==> config.mk <==
export PLATFORM = sky130hd
export DESIGN_NAME = enigma_arbiter
export DESIGN_NICKNAME = d
export VERILOG_FILES = /design/src/rtl/enigma_pkg.sv /design/src/rtl/rr_arbiter.sv /design/src/rtl/enigma_arbiter.sv
export SDC_FILE = /design/constraint.sdc
export NUM_CORES = 1
export LEC_CHECK = 0
export CORE_MARGIN = 4
export CORE_UTILIZATION = 45
export DETAILED_ROUTE_END_ITERATION = 12
export GPL_ROUTABILITY_DRIVEN = 0
export PLACE_DENSITY = 0.82
export SYNTH_ARGS = -nofsm -noshare
export SYNTH_HDL_FRONTEND = slang
export SYNTH_HIERARCHICAL = 1
export SYNTH_SLANG_ARGS = --single-unit
export TNS_END_PERCENT = 100
==> constraint.sdc <==
create_clock -name clk_i -period 4.7 [get_ports clk_i]
set_clock_uncertainty 0.15 [all_clocks]
set_input_delay 0.705 -clock clk_i [delete_from_list [all_inputs] [get_ports clk_i]]
set_output_delay 0.705 -clock clk_i [all_outputs]
set_load 0.005 [all_outputs]
==> src/rtl/enigma_pkg.sv <==
// Shared types, constants and helpers for the enigma core arbiter.
// The symbol encoding is signed 7-bit. Letters are 1..26 and 0 marks an idle slot.
package enigma_pkg;

    typedef logic signed [6:0] symb_t;

    localparam symb_t LETTER_MIN = 7'sd1;
    localparam symb_t LETTER_MAX = 7'sd26;
    localparam symb_t SYMB_IDLE  = 7'sd0;

    typedef enum logic [1:0] {
        StIdle,
        StCoreRst,
        StAccept,
        StWait
    } arb_state_e;

    function automatic logic is_letter(input symb_t s);
        return (s >= LETTER_MIN) && (s <= LETTER_MAX);
    endfunction

endpackage

==> src/rtl/rr_arbiter.sv <==
// Round-robin request picker. The search starts one past the last owner.
// Only the last-owner pointer is registered; everything else is combinational.
module rr_arbiter #(
    parameter int unsigned NREQ = 4,
    localparam int unsigned ID_W = $clog2(NREQ)
) (
    input  logic            i_clk,
    input  logic            i_rst_n,
    input  logic [NREQ-1:0] i_req,
    input  logic            i_adv,
    input  logic [ID_W-1:0] i_owner,
    output logic [NREQ-1:0] o_gnt,
    output logic [ID_W-1:0] o_id
);

    logic [ID_W-1:0] r_last_owner;
    logic            w_found;
    int unsigned     w_idx;

    always_comb begin
        o_gnt   = '0;
        o_id    = '0;
        w_found = 1'b0;
        w_idx   = 0;
        for (int unsigned i = 1; i <= NREQ; i++) begin
            w_idx = (32'(r_last_owner) + i) % NREQ;
            if (!w_found && i_req[w_idx]) begin
                w_found      = 1'b1;
                o_gnt[w_idx] = 1'b1;
                o_id         = ID_W'(w_idx);
            end
        end
    end

    // Reset value makes requester 0 the first candidate.
    always_ff @(posedge i_clk or negedge i_rst_n) begin
        if (!i_rst_n) begin
            r_last_owner <= ID_W'(NREQ - 1);
        end else if (i_adv) begin
            r_last_owner <= i_owner;
        end
    end

endmodule

==> src/rtl/enigma_arbiter.sv <==
// Per-message arbiter sharing one stateful enigma core between NREQ sources.
// It resets the core before each message and forwards one symbol at a time.
module enigma_arbiter
    import enigma_pkg::*;
#(
    parameter int unsigned NREQ     = 4,
    parameter int unsigned CORE_LAT = 2,
    parameter int unsigned CNT_W    = 8,
    localparam int unsigned ID_W    = $clog2(NREQ)
) (
    input  logic                  clk_i,
    input  logic                  rst_i,
    input  logic [NREQ-1:0]       msg_req_i,
    input  logic [NREQ*CNT_W-1:0] msg_len_i,
    output logic [NREQ-1:0]       msg_gnt_o,
    input  logic [NREQ-1:0]       sym_valid_i,
    input  logic [NREQ*7-1:0]     sym_i,
    output logic [NREQ-1:0]       sym_ready_o,
    output logic                  res_valid_o,
    output logic [6:0]            res_symb_o,
    output logic [ID_W-1:0]       res_id_o,
    output logic                  res_last_o,
    output logic                  busy_o,
    output logic                  core_rst_no,
    output logic [6:0]            core_symb_o,
    input  logic [6:0]            core_symb_i
);

    localparam int unsigned LAT_W = 4;

    arb_state_e      r_state;
    logic [NREQ-1:0] r_gnt;
    logic [ID_W-1:0] r_id;
    logic [CNT_W-1:0] r_rem;
    logic [LAT_W-1:0] r_cnt;
    logic            r_res_valid;
    logic            r_res_last;
    symb_t           r_res_symb;
    logic [ID_W-1:0] r_res_id;
    logic            r_core_rst_n;
    symb_t           r_core_symb;

    logic [NREQ-1:0] w_arb_gnt;
    logic [ID_W-1:0] w_arb_id;
    logic [CNT_W-1:0] w_len;
    symb_t           w_sym;
    logic            w_adv;
    logic            w_hs;
    logic            w_last;
    logic            w_emit;
    symb_t           w_emit_symb;

    rr_arbiter #(
        .NREQ (NREQ)
    ) u_rr (
        .i_clk   (clk_i),
        .i_rst_n (rst_i),
        .i_req   (msg_req_i),
        .i_adv   (w_adv),
        .i_owner (w_arb_id),
        .o_gnt   (w_arb_gnt),
        .o_id    (w_arb_id)
    );

    assign w_adv  = (r_state == StIdle) && (|msg_req_i);
    assign w_len  = msg_len_i[w_arb_id*CNT_W +: CNT_W];
    assign w_sym  = sym_i[r_id*7 +: 7];
    assign w_hs   = (r_state == StAccept) && sym_valid_i[r_id];
    assign w_last = (r_rem == CNT_W'(1));

    // A result comes either straight from a non-letter handshake or from the core.
    always_comb begin
        w_emit      = 1'b0;
        w_emit_symb = SYMB_IDLE;
        if (w_hs && !is_letter(w_sym)) begin
            w_emit      = 1'b1;
            w_emit_symb = w_sym;
        end else if ((r_state == StWait) && (r_cnt == '0)) begin
            w_emit      = 1'b1;
            w_emit_symb = core_symb_i;
        end
    end

    always_ff @(posedge clk_i or negedge rst_i) begin
        if (!rst_i) begin
            r_state      <= StIdle;
            r_gnt        <= '0;
            r_id         <= '0;
            r_rem        <= '0;
            r_cnt        <= '0;
            r_res_valid  <= 1'b0;
            r_res_last   <= 1'b0;
            r_res_symb   <= SYMB_IDLE;
            r_res_id     <= '0;
            r_core_rst_n <= 1'b0;
            r_core_symb  <= SYMB_IDLE;
        end else begin
            r_res_valid <= 1'b0;
            r_res_last  <= 1'b0;
            r_core_symb <= SYMB_IDLE;
            if (w_emit) begin
                r_res_valid <= 1'b1;
                r_res_symb  <= w_emit_symb;
                r_res_id    <= r_id;
                r_res_last  <= w_last;
                r_rem       <= r_rem - CNT_W'(1);
            end
            case (r_state)
                StIdle: begin
                    // Grant of the finished message is held one cycle into IDLE.
                    r_core_rst_n <= 1'b1;
                    r_gnt        <= '0;
                    if (w_adv) begin
                        r_gnt <= w_arb_gnt;
                        r_id  <= w_arb_id;
                        r_rem <= w_len;
                        if (w_len != '0) begin
                            r_state      <= StCoreRst;
                            r_core_rst_n <= 1'b0;
                        end
                    end
                end
                StCoreRst: begin
                    r_core_rst_n <= 1'b1;
                    r_state      <= StAccept;
                end
                StAccept: begin
                    if (w_hs) begin
                        if (w_emit) begin
                            r_state <= w_last ? StIdle : StAccept;
                        end else begin
                            r_core_symb <= w_sym;
                            r_cnt       <= LAT_W'(CORE_LAT);
                            r_state     <= StWait;
                        end
                    end
                end
                StWait: begin
                    if (w_emit) begin
                        r_state <= w_last ? StIdle : StAccept;
                    end else begin
                        r_cnt <= r_cnt - LAT_W'(1);
                    end
                end
                default: r_state <= StIdle;
            endcase
        end
    end

    assign msg_gnt_o   = r_gnt;
    assign sym_ready_o = (r_state == StAccept) ? r_gnt : '0;
    assign busy_o      = (r_state != StIdle);
    assign res_valid_o = r_res_valid;
    assign res_symb_o  = r_res_symb;
    assign res_id_o    = r_res_id;
    assign res_last_o  = r_res_last;
    assign core_rst_no = r_core_rst_n;
    assign core_symb_o = r_core_symb;

endmodule

Yosys cells after proc, flatten, opt, wreduce, memory -nomap -nowiden:

Cells that the tools add are included.

* register bits after elaboration: 41
* input port bits: 77

* $add $sub $neg: 6
* multiply operators: 1
* magnitude comparators: 11
* equality and inequality tests: 10
* shift operators: 2
* multiplexer cells: 57
* bitwise gates (word level): 3
* reductions and logical operators: 26

Operators with widths (count)
* 4-bit 2-to-1 mux: 9
* 7-bit 2-to-1 mux: 5
* 32-bit by 6-bit variable part select with 8-bit output: 1
* 28-bit by 6-bit variable part select with 7-bit output: 1
* 8-bit 2-to-1 mux: 3
* 2-bit 2-to-1 mux: 10
* 1-bit 2-to-1 mux: 18
* 2-bit by 3-bit < comparator with 1-bit output (second input constant): 5
* 1-bit logical AND: 12
* 4-bit bitwise OR: 3
* 1-bit binary-select mux with 2-bit select: 5
* 1-bit demux with 2-bit select: 4
* 8-bit by 1-bit == test with 1-bit output (second input constant): 1
* 2-bit by 1-bit greater-or-equal comparator with 1-bit output (second input constant): 4
* 2-bit != test (second input constant): 4
* 2-bit one-hot mux with 4 select lines: 1
* 4-bit one-hot mux with 2 select lines: 1
* 4-bit AND reduction: 2
* 8-bit nonzero test: 1
* 8-bit by 1-bit subtractor with 8-bit output (second input constant): 1
* 7-bit by 2-bit greater-or-equal comparator with 1-bit output (second input constant): 1
* 7-bit by 6-bit <= comparator with 1-bit output (second input constant): 1
* 2-bit nonzero test: 3
* 2-bit by 3-bit multiplier with 5-bit output (second input constant): 1
* other kinds (12): 19

Logic depth before layout (Yosys ltp):

Gate-level depths: netlist of run 1.

* word-level depth: 18
* mapped depth: 11
* gate-level depth less buffers: 9

Modules after synthesis:

The synthesis of run 1 kept the hierarchy.

By module, submodules not included
* enigma_arbiter: times used 1, cells each 202, area each 2173.3 um^2
* rr_arbiter: times used 1, cells each 65, area each 589.3 um^2

Worst setup path after synthesis of run 1:

Ideal clock, no wire load.

* path kind: reg-to-reg
* from: register u_rr.r_last_owner[0]
* to: register r_state[0]
* library setup time: 0.120 ns
* arrival: 3.524 ns
* path slack: 0.906 ns
* stages on the path, launching flop included: 12
* buffers on the path: 2
* clock period less this slack: 3.794 ns
* cells stage by stage: dfstp_2 -> buf_6 -> inv_2 -> ha_1 -> mux4_2 -> o21ai_1 -> a2bb2oi_1 -> clkbuf_1 -> mux4_2 -> nor4_1 -> a21oi_1 -> a31o_2

* cells in the longest elaborated chain, start to end: 17
* elaborated cells on any way between the ends: 29
* those cells by class: add/sub (4); eq/ne (1); shift (1); mux (15); reduce/logical (8)

Ends and longest elaborated chain
* from (decl): line rr_arbiter.sv:16 `logic [ID_W-1:0] r_last_owner;`
* from (signal assigned): line rr_arbiter.sv:38 `r_last_owner <= ID_W'(NREQ - 1);`
* from (signal assigned): line rr_arbiter.sv:40 `r_last_owner <= i_owner;`
* 2-bit by 1-bit adder with 2-bit output: line rr_arbiter.sv:26 `w_idx = (32'(r_last_owner) + i) % NREQ;`
* 1-bit binary-select mux with 2-bit select: line rr_arbiter.sv:27 `if (!w_found && i_req[w_idx]) begin`
* 1-bit 2-to-1 mux (implied by the code): line rr_arbiter.sv:27
* 1-bit 2-to-1 mux: line rr_arbiter.sv:27
* 1-bit logical NOT: line rr_arbiter.sv:27
* 1-bit logical AND: line rr_arbiter.sv:27
* 1-bit 2-to-1 mux: line rr_arbiter.sv:27
* 1-bit logical NOT: line rr_arbiter.sv:27
* [2 not listed]
* 1-bit logical NOT: line rr_arbiter.sv:27
* 1-bit logical AND: line rr_arbiter.sv:27
* 2-bit 2-to-1 mux (*): line rr_arbiter.sv:27
* net w_arb_id[0]: line enigma_arbiter.sv:44 `logic [ID_W-1:0] w_arb_id;`
* 32-bit by 6-bit variable part select with 8-bit output (*): line enigma_arbiter.sv:66 `assign w_len = msg_len_i[w_arb_id*CNT_W +: CNT_W];`
* 8-bit nonzero test (*): line enigma_arbiter.sv:117 `if (w_len != '0) begin`
* 2-bit by 1-bit != test with 1-bit output (no line) (*)
* 4-bit AND reduction (no line) (*)
* to (signal assigned): line enigma_arbiter.sv:118 `r_state <= StCoreRst;`
* to (signal assigned): line enigma_arbiter.sv:125 `r_state <= StAccept;`
* to (signal assigned): line enigma_arbiter.sv:130 `r_state <= w_last ? StIdle : StAccept;`
* to (decl): line enigma_arbiter.sv:31 `arb_state_e r_state;`

The timed path passes the listed nets; every way through them passes the cells marked *. The select of a mux whose other input is x is not followed.
A chain may end at the register's enable or synchronous reset.

Worst setup path in the final report of run 1:

* from: input port msg_req_i[3]
* to: register r_state[0]

* cells in the longest elaborated chain, start to end: 16
* elaborated cells on any way between the ends: 28
* those cells by class: eq/ne (2); shift (1); mux (15); reduce/logical (10)

Ends and longest elaborated chain
* from (decl): line enigma_arbiter.sv:13 `input logic [NREQ-1:0] msg_req_i,`
* 1-bit binary-select mux with 2-bit select: line rr_arbiter.sv:27
* 1-bit 2-to-1 mux (implied by the code): line rr_arbiter.sv:27
* 1-bit 2-to-1 mux: line rr_arbiter.sv:27
* 1-bit logical NOT: line rr_arbiter.sv:27
* 1-bit logical AND: line rr_arbiter.sv:27
* 1-bit 2-to-1 mux: line rr_arbiter.sv:27
* 1-bit logical NOT: line rr_arbiter.sv:27
* 1-bit logical AND: line rr_arbiter.sv:27
* 1-bit 2-to-1 mux: line rr_arbiter.sv:27
* 1-bit logical NOT: line rr_arbiter.sv:27
* 1-bit logical AND: line rr_arbiter.sv:27
* 2-bit 2-to-1 mux (*): line rr_arbiter.sv:27
* net w_arb_id[0]: line enigma_arbiter.sv:44
* 32-bit by 6-bit variable part select with 8-bit output (*): line enigma_arbiter.sv:66
* 8-bit nonzero test (*): line enigma_arbiter.sv:117
* 2-bit by 1-bit != test with 1-bit output (no line) (*)
* 4-bit AND reduction (no line) (*)

Marks and branches as above.

==> results of run 1 <==
stage by stage:
| step | power, mW | instances | util | worst slack [ns] |
|---|---|---|---|---|
| 3_3_place_gp | 1.69 | 435 | 0.642 | 0.576 |
| 2_1_floorplan | 1.39 | 268 | - | 0.906 |
| 3_5_place_dp | 1.74 | 435 | 0.642 | 0.464 |
| 5_1_grt | 2.24 | 443 | 0.665 | 0.450 |
| 6_report | 2.07 | 443 | 0.665 | 0.730 |
| 4_1_cts | 2.09 | 443 | 0.665 | 0.776 |
cells by family (layout without fill, tap and decap cells):
group,Yosys count,count (layout),synth area share
other,1,2,0.00136
muxes,23,23,0.167
and+or+nand+nor,99,99,0.179
adders and majority gates,11,11,0.0498
buffers and inverters,28,128,0.0498
xor gates and xnor gates,2,2,0.00634
AOI/OAI and AO/OA,62,62,0.175
DFF,41,41,0.372
final cells by class:
class                      count  area, sq um
sequential                    41         1030
inverter                      15         56.3
multi-input combinational    199         1600
clock buffer                   5         68.8
clock inverter                 3         68.8
timing repair buffer         105         1040
tap                           75         93.8
fill                         483         2000
layer usage:
| metal | global-route usage | vias up | part of all wire |
|---|---|---|---|
| met5 | 0 | - | 0 |
| met4 | 0.0482 | 0 | 0.010 |
| met3 | 0.0485 | 6 | 0.096 |
| met2 | 0.340 | 110 | 0.47 |
| met1 | 0.239 | 1198 | 0.42 |
| li1 | - | 1186 | - |
final timing paths:
path	slack (ns)	from	endpoint
max in group asynchronous	3.45	rst_i	msg_gnt_o[1]
hold / removal	0.37	rst_i	core_symb_o[6]
hold reg to reg	0.37	res_id_o[1]	res_id_o[1]
setup reg to reg	0.85	u_rr/r_last_owner[0]	r_state[0]
min in group clk_i	0.37	res_id_o[1]	res_id_o[1]
setup / recovery	0.73	msg_req_i[3]	r_state[0]
flip-flops by register name, summed over array words and instances, names as in the netlist:
register and flops:
msg_gnt_o 4, res_id_o 2, r_rem 8, r_cnt 4, core_rst_no 1, res_valid_o 1
u_rr/r_last_owner 2, res_symb_o 7, r_id 2, core_symb_o 7, res_last_o 1, r_state 2
cells in the mapped netlist (4+ instances only):
| cell | n | area [sq um] |
|---|---|---|
| a21oi_1 | 7 | 35.0 |
| o21ai_0 | 6 | 30.0 |
| nor4_1 | 4 | 25.0 |
| nand2_1 | 38 | 143 |
| dfrtp_1 | 39 | 976 |
| mux4_2 | 18 | 405 |
| or3_1 | 6 | 37.5 |
| nor2_1 | 22 | 82.6 |
| a22o_1 | 4 | 35.0 |
| a221o_1 | 4 | 40.0 |
| and2_1 | 10 | 62.6 |
| o21ai_1 | 8 | 40.0 |
| buf_6 | 4 | 45.0 |
| inv_1 | 12 | 45.0 |
| clkbuf_1 | 7 | 26.3 |
| a31oi_1 | 14 | 87.6 |
| mux2_2 | 4 | 45.0 |
| ha_1 | 11 | 138 |
power by group through the flow:
stage          Sequential [mW]  Clock [mW]  Combinational, mW
6_report                 0.629       0.342               1.10
2_1_floorplan            0.576           0              0.816
4_1_cts                  0.630       0.348               1.11
3_3_place_gp             0.632           0               1.06
3_5_place_dp             0.636           0               1.10
5_1_grt                  0.654       0.361               1.23
==> metrics.txt, run 1 <==
antenna fix cells 0; Post-Place Cell Area 3820 sq um; CP bufs+invs 2; delay of the slowest cell on the worst path 0.72 ns; Slew Viols, Final 0; Worst Max-Slew Pin Slew 1.04 ns; Die X-Extent 86.4 um; CP most frequent cell a21oi_1; Crit-path slowest cell clkdlybuf4s50_1; total global-route track usage 0.194; Die Y 86.4 um; ys async rst share 1.00; DR iter-0 viols 158; synthesized area 2760 sq um; Startpoint Class input pin; Comb power frac 0.532; initial antenna violation count 0; Critical Path RT 4.75 ns; clock root cell clkbuf_8; TritonCTS Buffers 5; htree depth 2; Fmax 0.252 GHz; Final Instance Area 3960 sq um; first-pass GRT wire length 11,600 um; internal power 1.29 mW; CTS tree yes; Post-CTS Setup Bufs 0; Area growth syn-to-layout 43.3%; number of cells on the critical path 10; RSZ-0062 raised after global routing false; Yosys cell types 55; Rel. slew slack 0.309; commonest non-fill, non-tap cell in the layout clkdlybuf4s50_1; # hold bufs at CTS 0; initial core utilization 0.464; CTS clk-pin slew, worst paths 0.09 ns; EDFF count, synth 0; Fin Hold WS 0.373 ns; PostCTS Resize Cnt 0; Setup TNS Final 0 ns; Worst EP arrival 4.02 ns; most frequent cells in the layout clkdlybuf4s50_1, dfrtp_1, nand2_1; Detailed Route WL 7090 um; Clk Latency, worst-skew pair 0.30 ns; crit path kind in -> reg; maximum fanout along the worst path 10; drt pass-1 iters 4; vias in the first global route 2,509; Final Setup Violations 0; Psw 0.780 mW; PwrDens 524 nW/um^2; status completed; IO Pins 105; total global routing overflow 0; Worst path top cell family by delay compound AO/OA/AOI/OAI gates; sequential element share of the synthesized area 0.372; Worst Setup End Kind register; sequential share of power 0.303; # DRC 0; DIE AREA 7460 sq um; largest net degree at the start of global routing 42; worst-path cell chain clkdlybuf4s50_1, and3b_1, a21oi_1, o41ai_2, a2bb2oi_1, buf_4, mux4_2, nor4_1, a21oi_1, a31o_2; antenna-violating nets left 0; layout cells sized above 1 0.130; Via density 5.64; Routed WL per cell 16.0 um; Cells after Synth 267; minimum clock period 3.97 ns; VDD IR-drop max 0.282 mV; Synth Register Bits 41; IO buf count 104; Clock Tree Buf Depth 2; Mean Syn Cell Area 10.3 sq um; final hold violations 0; Max Cap Viol 0; DR vias 2,500; Switching Share 0.376; Row Count 28; clock share of power 0.165; Leak Pwr 1.62 nW; dominant synthesized flop cell dfrtp_1; Ys Warns 6; Final period util 0.845; Worst Hold Class in -> async; core area 5960 sq um; dpl hpwl 5560 um; clk sinks 41; Reg2Reg Depth 10; Nets 455
No activity file was read; power rests on OpenSTA's default activity.
==> inputs of run 2 (changes only) <==
--- a/config.mk
+++ b/config.mk
@@ -6,10 +6,10 @@
 export NUM_CORES = 1
 export LEC_CHECK = 0
 export CORE_MARGIN = 4
-export CORE_UTILIZATION = 45
+export CORE_UTILIZATION = 40
 export DETAILED_ROUTE_END_ITERATION = 12
 export GPL_ROUTABILITY_DRIVEN = 0
-export PLACE_DENSITY = 0.82
+export PLACE_DENSITY = 0.77
 export SYNTH_ARGS = -nofsm -noshare
 export SYNTH_HDL_FRONTEND = slang
 export SYNTH_HIERARCHICAL = 1
==> constraint.sdc (replaced) <==
create_clock -name clk_i -period 3.6 [get_ports clk_i]
set_clock_uncertainty 0.15 [all_clocks]
set_input_delay 0.54 -clock clk_i [delete_from_list [all_inputs] [get_ports clk_i]]
set_output_delay 0.54 -clock clk_i [all_outputs]
set_load 0.005 [all_outputs]
==> run 2 against run 1 <==
  * Clock power decreased by 12%
  * Die area increased by 11%
  * Clock-buffer cell count grew 1
  * Sequential power increased by 26%
  * Setup slack lost 0.54 ns
  * Highest routed layer unchanged
  * Core utilization shrank 6.0 points
  * Total power increased by 29%
  * Routed wire length is 4.2% higher
==> metrics.txt, run 2 (same netlist as run 1, synthesis figures left out) <==
Critical Path RT 3.64 ns (-1.11 ns); total global-route track usage 0.184 (-0.0102); DIE AREA 8300 sq um (+11%); Biggest register r_rem; CTS clk-pin slew, worst paths 0.08 ns (about the same); first-pass GRT wire length 12,500 um (+7.9%); Die X-Extent 91.1 um (+5.5%); commonest non-fill, non-tap cell in the layout clkdlybuf4s50_1; Final period util 0.948; maximum fanout along the worst path 10 (unchanged); FF+latch area 1030 sq um (unchanged); Worst Setup End Kind register; worst-path cell chain inv_2, ha_1, mux4_2, o21ai_1, a2bb2oi_1, buf_6, mux4_2, nor4_1, a21oi_1, a31o_2; Clk Latency, worst-skew pair 0.29 ns (about the same); Crit-path slowest cell dfstp_2; drt pass-1 iters 4 (unchanged); crit path kind reg -> reg; Slew Viols, Final 0 (unchanged); reg2reg end r_state[0]; Nets 477 (+4.8%); Multi-input gate area 1600 sq um (about the same); total global routing overflow 0 (unchanged); Row Count 30 (+7.1%); largest net degree at the start of global routing 42 (unchanged); Clock Tree Buf Depth 2 (unchanged); Critical Path End r_state[0]; reg2reg setup slack 0.19 ns (-0.66 ns); CTS tree yes; Leak Pwr 1.69 nW (+4.6%); layout cells sized above 1 0.179 (+0.0491); Detailed Route WL 7390 um (+4.2%); max reg flops 8 (unchanged); core area 6760 sq um (+13%); final hold violations 0 (unchanged); IO Pins 105 (unchanged); Design Power 2.67 mW (+29%); Reg2Reg Depth 10 (unchanged); DR vias 2,544 (+1.8%); Rel. slew slack 0.391 (+0.0814); CP most frequent cell mux4_2; VDD IR-drop max 0.380 mV (+35%); TritonCTS Buffers 5 (unchanged); DR iter-0 viols 81 (-49%); antenna fix cells 0 (unchanged); # DRC 0 (unchanged); Worst EP arrival 3.45 ns (-0.57 ns); Final Setup Violations 0 (unchanged); Via density 5.41 (-4.1%); Fmax 0.293 GHz; Fin Hold WS 0.216 ns (-0.157 ns); dpl hpwl 5960 um (+7.2%); IO buf count 104 (unchanged); clk sinks 41 (unchanged); vias in the first global route 2,692 (+7.3%); Worst Hold Class in -> async; minimum clock period 3.41 ns; Critical R2R Launch u_rr/r_last_owner[0]; PwrDens 652 nW/um^2 (+25%); initial core utilization 0.409 (-0.0550); Routed WL per cell 15.7 um (-1.8%); status completed; delay of the slowest cell on the worst path 0.65 ns (-0.07 ns); clock root cell clkbuf_8; launch point of the critical path u_rr/r_last_owner[0]; Max Cap Viol 0 (unchanged); initial antenna violation count 0 (unchanged); Filler Cells Inserted 574 (+19%); antenna-violating nets left 0 (unchanged); # hold bufs at CTS 0 (unchanged); most frequent cells in the layout clkdlybuf4s50_1, dfrtp_1, nand2_1; Area growth syn-to-layout 47.9%; Worst Max-Slew Pin Slew 0.914 ns (-0.122 ns); htree depth 2 (unchanged); Die Y 91.1 um (+5.5%); Startpoint Class register
run 2: cell count changes in the layout (fill, tap and decap cells not counted), sizes merged:
cell / previous run / this run
buf: 2 / 24
bufinv: 2 / 0
clkinvlp: 0 / 2
clkbuf: 5 / 6
inv: 14 / 13
run 2: worst min-delay path by stage:
stage          cells past startpoint        endpoint   startpoint
2_1_floorplan                      0     core_rst_no        rst_i
3_3_place_gp                       1     res_id_o[0]  res_id_o[0]
3_5_place_dp                       1     res_id_o[1]  res_id_o[1]
4_1_cts                            1  core_symb_o[6]        rst_i
5_1_grt                            1  core_symb_o[5]        rst_i
6_report                           1  core_symb_o[6]        rst_i
run 2: worst max-delay path, delay by kind of cell, from the launching register on:
family	cells	cell delay [ns]
AO/OA/AOI/OAI	4	0.73
buffers and inverters	2	0.30
AND/OR/NAND/NOR	1	0.30
adder cells (fa/ha/maj)	1	0.34
flip-flops	1	0.65
multiplexers	2	0.84
run 2: area by class of cell:
| class | count | area share |
|---|---|---|
| multi-input cells | 199 | 0.392 |
| repair buffers | 127 | 0.297 |
| flip-flops and latches | 41 | 0.252 |
| well taps | 80 | 0.0245 |
| clock buffers | 6 | 0.0178 |
| inverters | 15 | 0.0138 |
| clock inverters | 2 | 0.00367 |
run 2: metrics by stage:
stage / instances / utilization / setup TNS (ns) / worst slack, ns / cell area [sq um]
floorplan: 268 / - / 0 / 0.0139 / 2770
global placement: 460 / 0.589 / 0 / 0.0219 / 3980
detailed placement: 460 / 0.589 / -0.138 / -0.138 / 3980
CTS: 468 / 0.602 / 0 / 0.0959 / 4070
global route: 470 / 0.605 / -0.0131 / -0.0131 / 4090
finish: 470 / 0.605 / 0 / 0.189 / 4090
run 2: repair_timing:
| item | 4_1_cts | 5_1_grt |
|---|---|---|
| endpoints found under the hold margin | 0 | 0 |
| setup buffers | 0 | 2 |
| gates resized for setup | 0 | 2 |
| setup endpoints to repair | 0 | 1 |
run 2: power breakdown:
part / internal, mW / switching [mW] / total [mW]
combinational: 0.866 / 0.707 / 1.57
clock: 0.137 / 0.163 / 0.300
sequential: 0.633 / 0.161 / 0.794
run 2: metal layers:
layer | up-vias | GRT usage | wire [um] | share of wire
met5 | - | 0 | 0 | 0
met1 | 1198 | 0.224 | 3130 | 0.42
li1 | 1230 | - | - | -
met4 | 0 | 0.0465 | 64 | 0.0087
met3 | 5 | 0.0497 | 617 | 0.083
met2 | 111 | 0.321 | 3580 | 0.48
